## config.mk

```make
export PLATFORM = sky130hd
export DESIGN_NAME = inst_u_enc
export DESIGN_NICKNAME = d
export VERILOG_FILES = /design/src/rtl/rv_isa_pkg.sv /design/src/rtl/inst_fifo.sv /design/src/rtl/inst_u_enc.sv
export SDC_FILE = /design/constraint.sdc
export NUM_CORES = 1
export LEC_CHECK = 0
export CAP_MARGIN = 20
export CORE_UTILIZATION = 38
export DETAILED_ROUTE_END_ITERATION = 6
export PLACE_DENSITY = 0.66
export SLEW_MARGIN = 20
export SYNTH_ARGS = -nofsm -noshare
export SYNTH_HDL_FRONTEND = slang
export SYNTH_SLANG_ARGS = --single-unit
```

## constraint.sdc

```tcl
create_clock -name clk -period 10.55 [get_ports clk]
set_input_delay 1.5825 -clock clk [delete_from_list [all_inputs] [get_ports clk]]
set_output_delay 1.5825 -clock clk [all_outputs]
set_load 0.05 [all_outputs]
```

## src/rtl/rv_isa_pkg.sv

```systemverilog
// RV32I field constants, encoder command codes and word-building helpers
// shared by the U-type encoder and its output FIFO.
package rv_isa_pkg;

  localparam logic [6:0] OPC_LUI   = 7'b0110111;
  localparam logic [6:0] OPC_AUIPC = 7'b0010111;
  localparam logic [6:0] OPC_OPIMM = 7'b0010011;
  localparam logic [2:0] F3_ADDI   = 3'b000;

  typedef enum logic [1:0] {
    CMD_LUI   = 2'b00,
    CMD_AUIPC = 2'b01,
    CMD_LI    = 2'b10,
    CMD_ILL   = 2'b11
  } cmd_op_e;

  // FIFO entry: {last, word}
  localparam int ENTRY_W = 33;

  function automatic logic [31:0] enc_u(input logic [19:0] imm20,
                                        input logic [4:0]  rd,
                                        input logic [6:0]  opc);
    return {imm20, rd, opc};
  endfunction

  function automatic logic [31:0] enc_addi(input logic [11:0] lo12,
                                           input logic [4:0]  rs1,
                                           input logic [4:0]  rd);
    return {lo12, rs1, F3_ADDI, rd, OPC_OPIMM};
  endfunction

endpackage

```

## src/rtl/inst_fifo.sv

```systemverilog
// Synchronous FIFO of {last, word}; head is presented directly from storage
// so a pushed entry is visible the cycle after the push. Head reads 0 when empty.
module inst_fifo
  import rv_isa_pkg::*;
#(
  parameter int DEPTH = 4
) (
  input  logic               clk,
  input  logic               reset_n,
  input  logic               push,
  input  logic [ENTRY_W-1:0] push_data,
  input  logic               pop,
  output logic [ENTRY_W-1:0] head,
  output logic               full,
  output logic               empty
);

  localparam int AW = $clog2(DEPTH);

  logic [ENTRY_W-1:0] mem [DEPTH];
  logic [AW:0]        wr_ptr_reg, rd_ptr_reg;
  logic               do_push, do_pop;

  // Extra pointer bit distinguishes full from empty when indices match.
  assign empty   = (wr_ptr_reg == rd_ptr_reg);
  assign full    = (wr_ptr_reg[AW] != rd_ptr_reg[AW]) &&
                   (wr_ptr_reg[AW-1:0] == rd_ptr_reg[AW-1:0]);
  assign do_push = push && !full;
  assign do_pop  = pop && !empty;
  assign head    = empty ? '0 : mem[rd_ptr_reg[AW-1:0]];

  generate
    for (genvar gi = 0; gi < DEPTH; gi++) begin : g_entry
      always_ff @(posedge clk) begin
        if (do_push && (wr_ptr_reg[AW-1:0] == AW'(gi)))
          mem[gi] <= push_data;
      end
    end
  endgenerate

  always_ff @(posedge clk) begin
    if (!reset_n) begin
      wr_ptr_reg <= '0;
      rd_ptr_reg <= '0;
    end else begin
      if (do_push) wr_ptr_reg <= wr_ptr_reg + 1'b1;
      if (do_pop)  rd_ptr_reg <= rd_ptr_reg + 1'b1;
    end
  end

endmodule

```

## src/rtl/inst_u_enc.sv

```systemverilog
// U-type instruction encoder: LUI/AUIPC/LI commands in, RV32I words out via FIFO.
// Optional macro U_ENC_STATS_EN adds the inst_count pop counter port.
module inst_u_enc
  import rv_isa_pkg::*;
#(
  parameter int FIFO_DEPTH = 4,
  parameter int CNT_W      = 16
) (
  input  logic             clk,
  input  logic             reset_n,
  input  logic             cmd_valid,
  output logic             cmd_ready,
  input  logic [1:0]       cmd_op,
  input  logic [4:0]       cmd_rd,
  input  logic [31:0]      cmd_imm,
  output logic             inst_valid,
  input  logic             inst_ready,
  output logic [31:0]      inst_word,
  output logic             inst_last,
  output logic             err,
  output logic             busy
`ifdef U_ENC_STATS_EN
  ,
  output logic [CNT_W-1:0] inst_count
`endif
);

  typedef enum logic {IDLE, SECOND} state_e;

  state_e             state_reg, state_next;
  logic               err_reg, err_next;
  logic [4:0]         rd_reg, rd_next;
  logic [11:0]        lo_reg, lo_next;
  logic               push;
  logic [ENTRY_W-1:0] push_data;
  logic [ENTRY_W-1:0] head;
  logic               fifo_full, fifo_empty;
  logic               cmd_fire;
  logic [11:0]        li_lo;
  logic [19:0]        li_hi;

  // (imm + 0x800) >> 12 reduces to the upper 20 bits plus the rounding bit imm[11].
  assign li_lo = cmd_imm[11:0];
  assign li_hi = cmd_imm[31:12] + {19'd0, cmd_imm[11]};

  assign cmd_ready  = (state_reg == IDLE) && !fifo_full;
  assign cmd_fire   = cmd_valid && cmd_ready;
  assign inst_valid = !fifo_empty;
  assign inst_word  = head[31:0];
  assign inst_last  = head[32];
  assign err        = err_reg;
  assign busy       = (state_reg == SECOND) || !fifo_empty;

  always_comb begin
    state_next = state_reg;
    err_next   = 1'b0;
    rd_next    = rd_reg;
    lo_next    = lo_reg;
    push       = 1'b0;
    push_data  = '0;
    unique case (state_reg)
      IDLE: begin
        if (cmd_fire) begin
          unique case (cmd_op)
            CMD_LUI: begin
              push      = 1'b1;
              push_data = {1'b1, enc_u(cmd_imm[31:12], cmd_rd, OPC_LUI)};
            end
            CMD_AUIPC: begin
              push      = 1'b1;
              push_data = {1'b1, enc_u(cmd_imm[31:12], cmd_rd, OPC_AUIPC)};
            end
            CMD_LI: begin
              push = 1'b1;
              if (li_hi == 20'd0) begin
                push_data = {1'b1, enc_addi(li_lo, 5'd0, cmd_rd)};
              end else if (li_lo == 12'd0) begin
                push_data = {1'b1, enc_u(li_hi, cmd_rd, OPC_LUI)};
              end else begin
                push_data  = {1'b0, enc_u(li_hi, cmd_rd, OPC_LUI)};
                rd_next    = cmd_rd;
                lo_next    = li_lo;
                state_next = SECOND;
              end
            end
            default: err_next = 1'b1;
          endcase
        end
      end
      SECOND: begin
        if (!fifo_full) begin
          push       = 1'b1;
          push_data  = {1'b1, enc_addi(lo_reg, rd_reg, rd_reg)};
          state_next = IDLE;
        end
      end
      default: state_next = IDLE;
    endcase
  end

  always_ff @(posedge clk) begin
    if (!reset_n) begin
      state_reg <= IDLE;
      err_reg   <= 1'b0;
      rd_reg    <= '0;
      lo_reg    <= '0;
    end else begin
      state_reg <= state_next;
      err_reg   <= err_next;
      rd_reg    <= rd_next;
      lo_reg    <= lo_next;
    end
  end

  inst_fifo #(
    .DEPTH(FIFO_DEPTH)
  ) u_fifo (
    .clk      (clk),
    .reset_n  (reset_n),
    .push     (push),
    .push_data(push_data),
    .pop      (inst_ready),
    .head     (head),
    .full     (fifo_full),
    .empty    (fifo_empty)
  );

`ifdef U_ENC_STATS_EN
  logic [CNT_W-1:0] count_reg;

  always_ff @(posedge clk) begin
    if (!reset_n)
      count_reg <= '0;
    else if (inst_valid && inst_ready)
      count_reg <= count_reg + 1'b1;
  end

  assign inst_count = count_reg;
`endif

endmodule

```

==> summary.md, run 1 <==
| Metric | Value |
|---|---|
| Worst-path clk slew | 0.06 ns |
| Final setup viols | 0 |
| Worst ir drop on vdd | 131 uV |
| Synth Cell Area | 6720 sq um |
| Slew margin rel. | 31.2% |
| Post-CTS sizing | 0 |
| Filler cells | 1510 |
| Adder-Cell Fraction of Synth Area | 1.30% |
| Lkg Pwr | 0.00278 uW |
| Die X-Extent | 135 microns |
| Hold bufs inserted after CTS | 0 |
| Tcrit/Tclk final | 47.1% |
| Reg2reg path depth | 6 |
| Total grt overflow | 0 |
| Critical path class | input port to flop |
| Postcts setup bufs | 0 |
| Clk root buf | clkbuf_16 |
| Dpl ws | 5.14 ns |
| Total power | 1690 uW |
| Clk Latency, worst-skew pair | 0.41 ns |
| Initial antenna violation count | 0 |
| Nets | 617 |
| CP startpoint kind | input port |
| Sequential element share of the synthesized area | 59.9% |
| Worst setup margin | 5.58 ns |
| Distinct cells, synth | 50 |
| Fin crit period | 4.97 ns |
| Max FFs per register | 116 |
| Initial DRC Count | between 300 and 400 |
| Xor/xnor share of the synthesized area | 3.13% |
| WP data required | 10.86 ns |
| DRC violations left | 0 |
| Clock Path Buffers | 2 |
| GPL Wtd Cong | 0.835 |
| Main combinational cell family by area after synthesis | simple AND/OR/NAND/NOR gates |
| Worst Tran Pin Value | 1.03 ns |
| Max Cap Violations | 0 |
| Setup TNS | 0 ns |
| Final ANT Viol Nets | 0 |
| I/O pins | 80 |
| HPWL after detailed placement | between 9000 and 10000 microns |
| Die Y | 135 microns |
| Tightest Hold Check Type | flop to flop |
| Synth Warn # | 0 |
| CP Capture Type | flop |
| Post-synth EDFFs | approximately 120 |
| Syn Area/Cell | 13.3 sq um |
| Async set or reset register ratio after synthesis | 0% |
| Total Routing Usage GR | 16.4% |
| Post-synthesis simple-gate area fraction | between 10% and 20% |
| Pwr Density | 206 nW/um^2 |
| Hold Vio Cnt, Final | 0 |
| CORE AREA | 17300 sq um |
| Crit path DAT | 5.28 ns |
| Top-area cell type share of the netlist area | between 50% and 60% |
| Hold Path Stages | 2 |
| Die area | 18200 sq um |
| Largest net degree at the start of global routing | 44 |
| Crit-path max FO | 18 |
| Post-synthesis instance total | 505 |
| Vias/cell | 5.25 |
| H-tree depth | 4 |
| Port bufs | 77 |
| Mux cell area share after synthesis | 12.5% |
| N_diodes | 0 |
| First-pass GRT wire length | about 22000 microns |
| Vias in the first global route | 4141 |
| CTS tree | done |
| F_max | 201 MHz |
| Unrepaired setup endpoints after global routing | false |
| Routed via count | 4227 |
| Top FF cell, synth | edfxtp_1 |
| Compound-Gate Fraction of Synth Area | 6.20% |
| CTS Sinks | about 140 |
| Layout cells sized above 1 | 12.6% |
| Pins Over Slew Limit | 0 |
| Synth area leaders | edfxtp_1 52%, mux4_2 9.7%, dfxtp_1 8.0% |
| Area delta synth->final | 22.0% |
| WL per Instance | 17.7 microns |
| FF+latch count, synth | roughly 140 |
| Yosys top cell by area | edfxtp_1 |
| Initial core utilization | 38.9% |
| Num CTS Buffers | 17 |
| Status | completed |
| Layout Skew | 0.00809 ns |
| Placement Rows | 48 |
| DRT Pass-1 Iters | 5 |
| Total Wirelength | 14200 microns |
cells by family (layout without fill, tap and decap cells):
logic type	after synthesis	after routing
AND/OR/NAND/NOR	177	177
multiplexers	48	48
buffers and inverters	46	120
adder cells (fa/ha/maj)	7	7
flip-flops	143	143
other	1	2
XOR/XNOR	24	24
AO/OA/AOI/OAI	59	59
synth_stat cells (2+ instances only):
cell type / number
nor4_1: 7
nand4_1: 5
nand3b_1: 3
edfxtp_1: 116
a21o_1: 3
a31o_2: 3
xnor2_1: 13
nand2_1: 73
and2_1: 36
nor3_1: 7
o21ai_0: 19
or2_2: 3
nor2_1: 7
a22oi_1: 3
clkbuf_1: 26
buf_6: 2
mux2i_1: 19
a21oi_1: 6
buf_4: 4
inv_1: 8
nand3_1: 15
o31a_1: 2
o2111ai_1: 2
dfxtp_1: 27
ha_1: 7
buf_2: 3
a221o_1: 9
or3_1: 3
or4_1: 3
nor2b_1: 6
a31oi_1: 3
mux4_2: 29
a22o_1: 2
xor2_1: 11
and3_1: 4
o21a_1: 2
worst max-delay path: stages:
cell	delay (ns)
clkdlybuf4s50_1	0.52
ha_1	0.29
ha_1	0.29
xor2_1	0.17
or4_1	0.39
or4_1	0.50
or4_1	0.56
o211a_1	0.65
o21a_1	0.32
final cells by class:
| cell class | instances | area [sq um] | area share, % |
|---|---|---|---|
| Sequential cell | 143 | 4030 | 49.1 |
| Multi-Input combinational cell | 317 | 2500 | 30.5 |
| Timing Repair Buffer | 80 | 793 | 9.68 |
| Clock buffer | 24 | 514 | 6.27 |
| Tap cell | 225 | 282 | 3.43 |
| Clock inverter | 8 | 51.3 | 0.626 |
| Inverter | 8 | 30.0 | 0.366 |
power by group:
group	internal, uW	leakage (uW)	switching (uW)
registers	642	0.00131	27.8
clock network	340	0.000275	215
logic	181	0.00120	279
per-layer routing:
| layer | track usage [%] | wire [microns] |
|---|---|---|
| met1 | 21.9 | 6470 |
| met2 | 26.1 | 6810 |
| met3 | 3.94 | 801 |
| met4 | 5.43 | 134 |
| met5 | 0 | 0 |
worst paths after layout:
kind,from,end,slack [ns]
setup / recovery,cmd_imm[11],state_reg$_SDFF_PN0_,5.58
hold reg to reg,rd_reg[3]$_SDFFE_PN0P_,rd_reg[3]$_SDFFE_PN0P_,0.46
hold / removal,rd_reg[3]$_SDFFE_PN0P_,rd_reg[3]$_SDFFE_PN0P_,0.46
setup reg to reg,u_fifo.wr_ptr_reg[1]$_SDFFE_PN0P_,u_fifo.mem[1][14]$_DFFE_PP_,7.16
stage by stage:
step	hold WS [ns]	instance area, sq um	util, %	std cells
2_1_floorplan	0.434	6730	-	506
3_3_place_gp	0.442	7630	44.1	773
3_5_place_dp	0.451	7630	44.1	773
4_1_cts	0.459	8200	47.4	805
5_1_grt	0.478	8200	47.4	805
6_report	0.461	8200	47.4	805
cell usage in the layout, fill, tap and decap left out, drive strengths merged, types with 4 or more instances in the layout:
| cell | instances |
|---|---|
| edfxtp | 116 |
| clkdlybuf4s50 | 77 |
| nand2 | 73 |
| and2 | 36 |
| mux4 | 29 |
| dfxtp | 27 |
| clkbuf | 24 |
| o21ai | 19 |
| mux2i | 19 |
| nand3 | 16 |
| xnor2 | 13 |
| xor2 | 11 |
| inv | 11 |
| a221o | 9 |
| nor3 | 8 |
| nor4 | 8 |
| nor2 | 7 |
| ha | 7 |
| a21oi | 6 |
| nor2b | 6 |
| nand4 | 5 |
| and3 | 4 |
Power figures use the tool's default switching activity.
==> inputs of run 2 (changes only) <==
==> constraint.sdc (replaced) <==
create_clock -name clk -period 5.1 [get_ports clk]
set_input_delay 0.765 -clock clk [delete_from_list [all_inputs] [get_ports clk]]
set_output_delay 0.765 -clock clk [all_outputs]
set_load 0.05 [all_outputs]
==> run 2 against run 1 <==
Clock skew grew 0.0022 ns. Total power up 120%. Critical path depth is the same. Core utilization increased by 0.60 points. Combinational power is 110% higher. Count of clock-buffer cells in the layout down 5. Non-clock buffer count increased by 5. Sequential cell count unchanged. Critical path type unchanged.
==> summary.md, run 2 (synthesis results as in run 1) <==
| Metric | Value |
|---|---|
| CTS Sinks | 143 |
| Initial core utilization | 38.9% |
| Tightest Hold Check Type | flop to flop |
| Post-CTS sizing | 0 |
| Unrepaired setup endpoints after global routing | false |
| Setup TNS | 0 ns |
| Worst ir drop on vdd | 260 uV |
| Vias/cell | 5.35 |
| DRC violations left | 0 |
| Commonest non-fill, non-tap cell in the layout | edfxtp_1 |
| Die X-Extent | between 100 and 150 microns |
| Port bufs | 77 |
| Final ANT Viol Nets | 0 |
| Nets | 622 |
| Worst Tran Pin Value | 1.04 ns |
| Critical path class | input port to flop |
| Max Cap Violations | 0 |
| Clk root buf | clkbuf_16 |
| Initial DRC Count | 315 |
| DRT Pass-1 Iters | 7 |
| Num CTS Buffers | 17 |
| Hold bufs inserted after CTS | 0 |
| Routed via count | 4332 |
| Lkg Pwr | roughly 0.0028 uW |
| Slew margin rel. | 30.4% |
| Crit-path max FO | 9 |
| Tcrit/Tclk final | 83.3% |
| Die Y | 135 microns |
| Largest net degree at the start of global routing | 44 |
| Total grt overflow | 0 |
| Postcts setup bufs | 0 |
| H-tree depth | 4 |
| First-pass GRT wire length | ~23000 microns |
| Crit path DAT | 4.50 ns |
| CP startpoint kind | input port |
| N_diodes | 0 |
| Max FFs per register | 116 |
| Die area | approximately 18000 sq um |
| Area after DPL | 7650 sq um |
| F_max | roughly 240 MHz |
| Worst hold endpoint | lo_reg[7]$_SDFFE_PN0P_ |
| Area delta synth->final | 23.5% |
| Fin crit period | 4.25 ns |
| R2r endpoint | u_fifo.mem[1][24]$_DFFE_PP_ |
| WP data required | 5.35 ns |
| Most frequent cells in the layout | 116 x edfxtp_1, 77 x clkdlybuf4s50_1, 73 x nand2_1 |
| Worst r2r src | u_fifo.wr_ptr_reg[0]$_SDFFE_PN0P_ |
| WL per Instance | 18.2 microns |
| Worst Hold Launch | lo_reg[7]$_SDFFE_PN0P_ |
| Reg2reg path depth | 7 |
| Total Routing Usage GR | 17.1% |
| Fin Hold WS | between 0.4 and 0.5 ns |
| CP Capture Type | flop |
| Initial antenna violation count | 0 |
| Status | completed |
| Total Wirelength | 14700 microns |
| Hold Vio Cnt, Final | 0 |
| R2R setup slack | roughly 2 ns |
| Clock Path Buffers | 2 |
| Area occupied by multi-input gates | 2480 sq um |
| Filler cells | 1497 |
| Placement Rows | 48 |
| Worst-path clk slew | 0.06 ns |
| Layout Skew | 0.0102 ns |
| CTS tree | done |
| Final instance area | 8300 sq um |
| CP startpoint | cmd_imm[11] |
| Pins Over Slew Limit | 0 |
| CORE AREA | 17300 sq um |
| Layout cells sized above 1 | 13.4% |
| Final setup viols | 0 |
| Register area | 4030 sq um |
| GPL Wtd Cong | 0.844 |
| Vias in the first global route | between 4000 and 5000 |
| Pwr Density | 445 nW/um^2 |
| Clk Latency, worst-skew pair | 0.41 ns |
| I/O pins | 80 |
| HPWL after detailed placement | 9900 microns |
| Hold Path Stages | 2 |
run 2: cell types whose count changed in the layout (fill, tap and decap cells not counted):
cell / change
buf_4: +5
clkbuf_8: -2
clkinv_4: +1
nor2b_2: +3
inv_4: -3
dfxtp_2: +1
clkbuf_1: -1
bufinv_16: +6
clkinvlp_4: -2
nor2b_4: -3
clkbuf_16: -2
dfxtp_4: -1
clkinv_2: +2
run 2: per-layer routing:
layer | vias up | share of wire [%] | GRT usage, %
met5 | - | 0 | 0
li1 | 2024 | - | -
met2 | 149 | 48 | 27.1
met1 | 2143 | 46 | 23.3
met4 | 0 | 1.1 | 5.18
met3 | 16 | 4.7 | 3.98
run 2: worst max-delay path by stage:
| stage | cells after the start | end |
|---|---|---|
| 3_5_place_dp | 9 | u_fifo.mem[1][29]$_DFFE_PP_ |
| 3_3_place_gp | 9 | u_fifo.mem[0][24]$_DFFE_PP_ |
| 2_1_floorplan | 12 | state_reg$_SDFF_PN0_ |
| 4_1_cts | 9 | u_fifo.mem[0][29]$_DFFE_PP_ |
| 6_report | 9 | u_fifo.mem[3][29]$_DFFE_PP_ |
| 5_1_grt | 10 | u_fifo.mem[0][20]$_DFFE_PP_ |
run 2: layout make-up:
class | instances | share of cell area [%]
clock buffers | 19 | 5.21
flip-flops and latches | 143 | 48.5
clock inverters | 12 | 2.61
well taps | 225 | 3.39
multi-input cells | 317 | 29.9
repair buffers | 85 | 10.0
inverters | 8 | 0.362
run 2: critical path, cell delays in order:
cell             delay [ns]
clkdlybuf4s50_1        0.53
ha_1                   0.29
ha_1                   0.29
xor2_1                 0.17
or4_1                  0.39
or4_1                  0.50
or4_1                  0.56
nor3_2                 0.66
a221o_1                0.33
run 2: report_power, final:
part	internal, uW	switching [uW]
Clock	911	440
Sequential	1330	45.3
Combinational	378	592
Total	2620	1080
run 2: through the flow:
stage	total power, uW	cells	setup slack, ns	utilization [%]
finish	3690	809	0.854	48.0
global route	3830	809	0.646	48.0
floorplan	2070	506	1.43	-
CTS	3730	809	0.879	48.0
detailed placement	2380	778	0.484	44.2
global placement	2370	778	0.516	44.2
==> inputs of run 3 (changes only) <==
==> constraint.sdc (replaced) <==
create_clock -name clk -period 4.2 [get_ports clk]
set_input_delay 0.63 -clock clk [delete_from_list [all_inputs] [get_ports clk]]
set_output_delay 0.63 -clock clk [all_outputs]
set_load 0.05 [all_outputs]
==> run 3 against run 2 <==
Clock skew shrank 0.0012 ns. Worst setup slack lost 0.25 ns. Routed wire length grew 0.16%. Core utilization shrank 0.094 points. Non-clock buffer count grew 9. Register-to-register slack lost 0.75 ns. Critical path depth is the same. Final cell count grew 1.1%. First-iteration DRC count shrank 0.32%. Sequential power grew 21%. Hold slack lost 0.0023 ns. Critical endpoint is now u_fifo.mem[0][26]$_DFFE_PP_. Highest routed layer unchanged.
==> summary.md, run 3 (synthesis results as in run 1) <==
| Metric | Value |
|---|---|
| Lkg Pwr | approximately 0.0028 uW |
| Largest net degree at the start of global routing | 44 |
| CORE AREA | 17300 sq um |
| Core Util, Final | 47.9% |
| Crit-path max FO | 9 |
| Max FFs per register | 116 |
| Routed via count | 4315 |
| Initial DRC Count | about 310 |
| GPL Wtd Cong | 0.789 |
| Comb pwr share | between 20 and 30% |
| Post-CTS sizing | 0 |
| Die Y | 135 microns |
| F_max | approximately 280 MHz |
| Total Wirelength | 14700 microns |
| Unrepaired setup endpoints after global routing | false |
| CP Capture Type | flop |
| Commonest non-fill, non-tap cell in the layout | edfxtp_1 |
| Max incr delay on CP | 0.56 ns |
| CP delay by family, top | simple AND/OR/NAND/NOR gates |
| Tightest Hold Check Type | flop to flop |
| Worst ir drop on vdd | roughly 300 uV |
| Postcts setup bufs | 0 |
| Port bufs | 77 |
| Area delta synth->final | 23.3% |
| Fin crit period | 3.60 ns |
| Layout cells sized above 1 | 14.2% |
| Tcrit/Tclk final | 85.6% |
| Final setup viols | 0 |
| Slowest cell on crit path | or4_1 |
| Buf+Inv Stages, Crit Path | 2 |
| End point of the critical path | u_fifo.mem[0][26]$_DFFE_PP_ |
| Cell mode on critical path | or4_1 |
| WL per Instance | about 18 microns |
| Vias/cell | between 5 and 6 |
| DRT Pass-1 Iters | 5 |
| N_diodes | 0 |
| Worst Tran Pin Value | approximately 0.99 ns |
| First-pass GRT wire length | 23200 microns |
| Hold bufs inserted after CTS | 0 |
| H-tree depth | 4 |
| Reg2reg path depth | 7 |
| Dpl ws | 0.187 ns |
| Critical path class | input port to flop |
| Area after DPL | 7730 sq um |
| Initial antenna violation count | 0 |
| Final instance area | 8290 sq um |
| Slew margin rel. | between 30% and 40% |
| CTS Sinks | 143 |
| Pwr Density | 515 nW/um^2 |
| Max Cap Violations | 0 |
| R2R setup slack | 1.31 ns |
| HPWL after detailed placement | slightly above 10000 microns |
| I/O pins | 80 |
| Vias in the first global route | ~4300 |
| Hold Vio Cnt, Final | 0 |
| Pins Over Slew Limit | 0 |
| CP startpoint | cmd_imm[11] |
| R2r endpoint | u_fifo.mem[3][23]$_DFFE_PP_ |
| Layout Skew | 0.00907 ns |
| Hold Path Stages | 2 |
| P_int | 2940 uW |
| Clock Path Buffers | 2 |
| Total grt overflow | 0 |
| Worst setup margin | around 0.60 ns |
| Die area | 18200 sq um |
| Status | completed |
| Reg power frac | 39.0% |
| Filler cells | 1521 |
| Worst r2r src | u_fifo.wr_ptr_reg[0]$_SDFFE_PN0P_ |
| Setup TNS | 0 ns |
| CP startpoint kind | input port |
| Final ANT Viol Nets | 0 |
| Num CTS Buffers | 17 |
| Worst-path clk slew | 0.06 ns |
| Critical Path, Cell by Cell | clkdlybuf4s50_1 > ha_1 > ha_1 > or4_1 > or4_1 > or4_1 > nor3_2 > buf_4 > a221o_1 |
| DRC violations left | 0 |
| Clk Latency, worst-skew pair | 0.41 ns |
| Total power | 4260 uW |
| Crit path DAT | 3.84 ns |
| Crit path depth | 9 |
| Clk root buf | clkbuf_16 |
| Most frequent cells in the layout | 116 x edfxtp_1, 77 x clkdlybuf4s50_1, 73 x nand2_1 |
| Sw Share | 31.0% |
| Die X-Extent | between 100 and 150 microns |
| CTS tree | done |
| Placement Rows | 48 |
| Total Routing Usage GR | between 10% and 20% |
| Nets | 631 |
| Initial core utilization | 38.9% |
| Clk pwr share | 32.9% |
| WP data required | 4.45 ns |
| Net switching power | about 1300 uW |
[run 3: changes by cell type in the layout (fill, tap and decap cells not counted), sizes merged]
cell      change
buf           +9
bufinv        -4
clkinvlp      +3
inv           +1
[run 3: metrics by stage]
| step | std cells | hold slack [ns] |
|---|---|---|
| 3_3_place_gp | 787 | 0.442 |
| 3_5_place_dp | 787 | 0.449 |
| 2_1_floorplan | 506 | 0.434 |
| 6_report | 818 | 0.460 |
| 4_1_cts | 818 | 0.460 |
| 5_1_grt | 818 | 0.474 |
[run 3: metal layers]
layer | track usage [%] | vias up | routed length (microns)
met4 | 5.12 | 0 | 135
met2 | 27.9 | 126 | 7120
met5 | 0 | - | 0
li1 | - | 2042 | -
met3 | 4.20 | 12 | 756
met1 | 22.4 | 2135 | 6730
[run 3: power by group through the flow]
stage          registers, uW  clock network, uW  logic, uW
2_1_floorplan           1660                  0        854
3_3_place_gp            1690                  0       1210
3_5_place_dp            1700                  0       1220
4_1_cts                 1670               1420       1220
5_1_grt                 1670               1470       1270
6_report                1660               1400       1200
[run 3: final cells by class]
| cell class | count | area [sq um] | area share [%] |
|---|---|---|---|
| clock buffers | 19 | 433 | 5.23 |
| clock inverters | 12 | 120 | 1.45 |
| inverters | 8 | 30.0 | 0.362 |
| multi-input cells | 317 | 2480 | 30.0 |
| flip-flops and latches | 143 | 4030 | 48.6 |
| well taps | 225 | 282 | 3.40 |
| repair buffers | 94 | 911 | 11.0 |
[run 3: how the worst min path moves through the flow]
stage	start	endpoint
after floorplan	lo_reg[8]$_SDFFE_PN0P_	lo_reg[8]$_SDFFE_PN0P_
after global placement	lo_reg[2]$_SDFFE_PN0P_	lo_reg[2]$_SDFFE_PN0P_
after detailed placement	lo_reg[4]$_SDFFE_PN0P_	lo_reg[4]$_SDFFE_PN0P_
after CTS	lo_reg[1]$_SDFFE_PN0P_	lo_reg[1]$_SDFFE_PN0P_
after global routing	lo_reg[1]$_SDFFE_PN0P_	lo_reg[1]$_SDFFE_PN0P_
final	lo_reg[7]$_SDFFE_PN0P_	lo_reg[7]$_SDFFE_PN0P_
[run 3: worst register-to-register path, cell delays in order, from the launching register on]
cell and delay [ns]:
dfxtp_1 0.45, xnor2_1 0.15, nand3_1 0.12, nand3b_1 0.31, a21oi_1 0.69, o21ai_0 0.28, inv_1 0.11, buf_4 0.40
